`config.mk`:
```
export PLATFORM = sky130hd
export DESIGN_NAME = cgra_apb_master
export DESIGN_NICKNAME = d
export VERILOG_FILES = /design/src/rtl/cgra_apb_master.sv
export SDC_FILE = /design/constraint.sdc
export NUM_CORES = 1
export LEC_CHECK = 0
export ABC_AREA = 1
export CORE_MARGIN = 3
export CORE_UTILIZATION = 39
export CTS_BUF_LIST = sky130_fd_sc_hd__clkbuf_8
export CTS_CLUSTER_DIAMETER = 50
export CTS_CLUSTER_SIZE = 16
export DETAILED_ROUTE_END_ITERATION = 6
export PLACE_DENSITY = 0.82
export SLEW_MARGIN = 20
export SYNTH_ARGS = -nofsm -noshare
export SYNTH_HDL_FRONTEND = slang
export SYNTH_SLANG_ARGS = --single-unit
```
`constraint.sdc`:
```
create_clock -name clk -period 1.43 [get_ports clk]
set_input_delay 0.143 -clock clk [delete_from_list [all_inputs] [get_ports clk]]
set_output_delay 0.143 -clock clk [all_outputs]
set_load 0.02 [all_outputs]
```
`src/rtl/cgra_apb_master.sv`:
```
// APB3 requester: turns a valid/ready command stream into single APB transfers and returns
// the slave response on a valid/ready channel. Optional ACCESS-phase timeout: CGRA_APB_TIMEOUT_EN.
module cgra_apb_master #(
    parameter int ADDR_WIDTH     = 32,
    parameter int DATA_WIDTH     = 32,
    parameter int TIMEOUT_CYCLES = 256
) (
    input  logic                  clk,
    input  logic                  rst_n,
    input  logic                  cmd_valid,
    output logic                  cmd_ready,
    input  logic                  cmd_write,
    input  logic [ADDR_WIDTH-1:0] cmd_addr,
    input  logic [DATA_WIDTH-1:0] cmd_wdata,
    output logic                  rsp_valid,
    input  logic                  rsp_ready,
    output logic [DATA_WIDTH-1:0] rsp_rdata,
    output logic                  rsp_err,
    output logic                  psel,
    output logic                  penable,
    output logic                  pwrite,
    output logic [ADDR_WIDTH-1:0] paddr,
    output logic [DATA_WIDTH-1:0] pwdata,
    input  logic [DATA_WIDTH-1:0] prdata,
    input  logic                  pready,
    input  logic                  pslverr,
    output logic                  busy
);

    // state  | meaning
    // IDLE   | waiting for a command
    // SETUP  | APB setup phase (psel=1, penable=0), one cycle
    // ACCESS | APB access phase, waiting on pready
    // RESP   | response presented until rsp_ready
    typedef enum logic [1:0] {
        S_IDLE   = 2'd0,
        S_SETUP  = 2'd1,
        S_ACCESS = 2'd2,
        S_RESP   = 2'd3
    } state_t;

    if (TIMEOUT_CYCLES < 2) begin : g_bad_timeout
        $error("TIMEOUT_CYCLES must be at least 2");
    end

    state_t                state_q, state_d;
    logic                  pwrite_q, pwrite_d;
    logic [ADDR_WIDTH-1:0] paddr_q, paddr_d;
    logic [DATA_WIDTH-1:0] pwdata_q, pwdata_d;
    logic [DATA_WIDTH-1:0] rdata_q, rdata_d;
    logic                  err_q, err_d;

`ifdef CGRA_APB_TIMEOUT_EN
    localparam int CNT_W = $clog2(TIMEOUT_CYCLES);
    logic [CNT_W-1:0] tmo_q, tmo_d;
    logic             tmo_hit;

    assign tmo_hit = (tmo_q == CNT_W'(TIMEOUT_CYCLES - 1));
`endif

    always_comb begin
        state_d  = state_q;
        pwrite_d = pwrite_q;
        paddr_d  = paddr_q;
        pwdata_d = pwdata_q;
        rdata_d  = rdata_q;
        err_d    = err_q;
`ifdef CGRA_APB_TIMEOUT_EN
        tmo_d    = tmo_q;
`endif
        case (state_q)
            S_IDLE: begin
                if (cmd_valid) begin
                    pwrite_d = cmd_write;
                    paddr_d  = cmd_addr;
                    pwdata_d = cmd_wdata;
                    state_d  = S_SETUP;
                end
            end
            S_SETUP: begin
`ifdef CGRA_APB_TIMEOUT_EN
                tmo_d   = '0;
`endif
                state_d = S_ACCESS;
            end
            S_ACCESS: begin
                // pready on the final count still completes normally
                if (pready) begin
                    rdata_d = pwrite_q ? '0 : prdata;
                    err_d   = pslverr;
                    state_d = S_RESP;
                end
`ifdef CGRA_APB_TIMEOUT_EN
                else if (tmo_hit) begin
                    rdata_d = '0;
                    err_d   = 1'b1;
                    state_d = S_RESP;
                end else begin
                    tmo_d = tmo_q + 1'b1;
                end
`endif
            end
            S_RESP: begin
                if (rsp_ready) state_d = S_IDLE;
            end
            default: state_d = S_IDLE;
        endcase
    end

    always_ff @(posedge clk) begin
        if (!rst_n) begin
            state_q  <= S_IDLE;
            pwrite_q <= 1'b0;
            paddr_q  <= '0;
            pwdata_q <= '0;
            rdata_q  <= '0;
            err_q    <= 1'b0;
`ifdef CGRA_APB_TIMEOUT_EN
            tmo_q    <= '0;
`endif
        end else begin
            state_q  <= state_d;
            pwrite_q <= pwrite_d;
            paddr_q  <= paddr_d;
            pwdata_q <= pwdata_d;
            rdata_q  <= rdata_d;
            err_q    <= err_d;
`ifdef CGRA_APB_TIMEOUT_EN
            tmo_q    <= tmo_d;
`endif
        end
    end

    assign cmd_ready = (state_q == S_IDLE);
    assign busy      = !cmd_ready;
    assign psel      = (state_q == S_SETUP) || (state_q == S_ACCESS);
    assign penable   = (state_q == S_ACCESS);
    assign rsp_valid = (state_q == S_RESP);
    assign pwrite    = pwrite_q;
    assign paddr     = paddr_q;
    assign pwdata    = pwdata_q;
    assign rsp_rdata = rdata_q;
    assign rsp_err   = err_q;

endmodule

```
==> results by group <==
Power and ir drop
  – Clock share of power: 20.5%
  – Tot Pwr: 9.97 mW
  – Pleak: 2.67 nW
  – Comb pwr share: a little over two fifths
  – Switching portion of total power: 38.7%
  – Switching power: slightly below 4 mW
  – Peak VDD IR: 0.912 mV
  – PwrDens: ~1700 mW/mm2
  – Reg power frac: between 30% and 40%
  – P_int: 6.12 mW

Synth
  – Top FF cell, synth: dfxtp_1
  – Seq cells post-synth: 100
  – Cells after synthesis: 453
  – Seq/Total Area, Yosys: 55.1%
  – Mapped cell area: 0.00363 mm2
  – Distinct cell type count after synthesis: 17
  – YS warnings: 0
  – Avg Cell Area, Syn: 8.02 um2
  – Number of synthesized flops with an enable pin: 0
  – Post-synthesis net count: roughly 560
  – Post-synth ARST share: 0%

Clock tree
  – Clock Sinks: 100
  – H-tree Lvls: 3
  – CTS Buf Count: 9
  – CTS Root Cell: clkbuf_8
  – CTS tree: yes
  – # hold bufs at CTS: 0
  – Bufs on Longest Clock Path: 2
  – Clock-pin slew on the worst setup and hold paths: 100 ps
  – Clk_lat worst skew: 350 ps

Final layout
  – Final #Nets: ~760
  – Final instance area: between 0.005 and 0.006 mm2
  – Layout overhead on the synthesized area: 61.4%
  – Share of layout cells above drive strength 1: 6.70%
  – Final std cells w/o fill: between 700 and 800
  – N_diodes: 0
  – Post-layout util: 65.9%

Min path
  – Worst hold path type: input port to register

Place
  – Cell Area, Placed: 0.00574 mm2
  – Number of I/O port buffers: 205
  – Placed insts: 749
  – DP Wirelength: approximately 8.3 mm
  – RD Place Congestion: 0.825

Global route
  – Largest net degree at the start of global routing: 51
  – First-pass GRT wire length: 17.0 mm
  – Initial antenna violation count: 0
  – Total GRT Usage: 20.5%
  – Grt total ovfl: 0
  – Vias in the first global route: 3516

Detailed routing
  – Drt pass-1 iters: 4
  – WL final: 11.1 mm
  – Detail Route Antenna Nets: 0
  – Drt initial violations: 140
  – Routed via count: 3728
  – Drt via density: ~4.9
  – Routed len/inst: 14.5 um
  – DR DRC count: 0

Die
  – Site row count: 34
  – Die H: 103 um
  – Initial Util: 40.9%
  – Die X: 103 um
  – Die area: approximately 0.011 mm2
  – Top Ports: 206
  – Core area: a little under 0.009 mm2

Setup path
  – Setup crit end: rsp_rdata[23]
  – Buffers and inverters on the worst path: 2
  – WS Path Type: register to register
  – RR Endpoint: rsp_rdata[23]
  – CP startpoint: state_q[0]
  – Max stage delay on crit path: 350 ps
  – Crit path max-delay family: flip-flops
  – Worst r2r path cells: 6
  – Crit-path cells: inv_1 -> ha_2 -> nand2_2 -> buf_6 -> nand2_1 -> a21oi_1
  – Crit-path slowest cell: dfxtp_1
  – Startpoint types: register
  – Worst R2R Start: state_q[0]
  – Cell count along the critical path: 6
  – Crit path arrival time: 1650 ps
  – Crit Path Max Fanout: 28
  – Crit path capture type: register
  – Required time worst endpoint: 1710 ps
  – Reg2reg setup slack: 70 ps

STA
  – Hold slack: 242 ps
  – Slew headroom: between 70% and 80%
  – Tcrit/Tclk final: between 90% and 100%
  – Pins Over Slew Limit: 0
  – Finish-stage setup viols: 0
  – Final Critical Period: roughly 1400 ps
  – Clk_skew: about 11 ps
  – Hold Fails Final Rpt: 0
  – Fmax: 735 MHz
  – Actual slew at the worst max-slew pin: roughly 420 ps

Run status
  – Status: completed

Run
  – Total of max-cap violations: 0
[cells in the mapped netlist, types with 2 or more instances]
cell	instances	area, um2
a21oi_1	33	165
buf_2	8	40.0
buf_4	5	37.5
buf_6	10	113
clkbuf_1	9	33.8
dfxtp_1	100	2000
ha_1	3	37.5
inv_1	8	30.0
nand2_1	39	146
nand2_2	2	12.5
nand3_1	33	165
nor2_1	134	503
o21ai_0	25	125
o21ai_1	41	205
[power by group through the flow]
stage / Clock [mW] / Sequential, mW / Combinational [mW]
4_1_cts: 2.11 / 3.72 / 4.26
5_1_grt: 2.23 / 3.79 / 4.61
6_report: 2.04 / 3.71 / 4.22
2_1_floorplan: 0 / 4.51 / 1.92
3_5_place_dp: 0 / 3.80 / 4.68
3_3_place_gp: 0 / 3.76 / 4.57
[through the flow]
step | TNS, ps | setup WS, ps
6_report | 0 | 69.0
5_1_grt | -35.2 | -14.2
4_1_cts | 0 | 2.41
3_5_place_dp | -1460 | -80.5
3_3_place_gp | -52.7 | -23.2
2_1_floorplan | 0 | 35.9
[how the worst min path moves through the flow]
stage,startpoint,endpoint,slack [ps],depth (start not counted)
3_3_place_gp,rsp_rdata[24],rsp_rdata[24],450,2
2_1_floorplan,cmd_addr[0],paddr[0],290,2
3_5_place_dp,rsp_rdata[2],rsp_rdata[2],460,2
6_report,rst_n,state_q[1],240,4
5_1_grt,rst_n,paddr[27],250,4
4_1_cts,rst_n,state_q[1],230,4
[sequential cells by signal, indices dropped and copies added, names as in the netlist]
name       cells
pwdata        32
rsp_err        1
rsp_rdata     32
paddr         32
state_q        2
pwrite         1
[layout by cell type (no fill, tap or decap), drive strengths merged]
master / count
a21oi: 33
buf: 20
bufinv: 2
clkbuf: 9
clkdlybuf4s50: 101
clkinv: 3
dfxtp: 100
dlygate4sd2: 99
ha: 3
inv: 12
nand2: 41
nand3: 33
nor2: 134
o21ai: 66
or2: 1
[kinds of logic (layout without fill, tap and decap cells)]
family,Yosys count,count (layout),synth area share [%]
flops,100,100,55.1
simple gates,209,209,22.9
compound gates,99,99,13.6
buf+inv,42,246,7.27
fa+ha+maj,3,3,1.03
[final cells by class]
type	instances	area, um2
Clock buffer	9	124
Clock inverter	7	109
Fill cell	789	3030
Inverter	10	47.5
Multi-Input combinational cell	311	1380
Sequential cell	100	2000
Tap cell	108	135
Timing Repair Buffer	220	2060
[repair_timing]
action,in CTS,in global routing
endpoints found under the setup margin,145,28
buffers inserted,0,0
resized for setup,119,7
pin swaps,1,0
[layer usage]
metal | vias up | track usage [%] | wire length (um)
li1 | 1862 | - | -
met1 | 1708 | 22.8 | 4120
met2 | 141 | 35.9 | 5650
met3 | 17 | 7.17 | 1050
met4 | 0 | 7.77 | 272
met5 | - | 0 | 0
[worst reg2reg max path, cell delays in order (launching register included)]
cell	delay, ps
dfxtp_1	350
inv_1	90
ha_2	220
nand2_2	150
buf_6	250
nand2_1	80
a21oi_1	170
(Power assumes the default switching activity.)
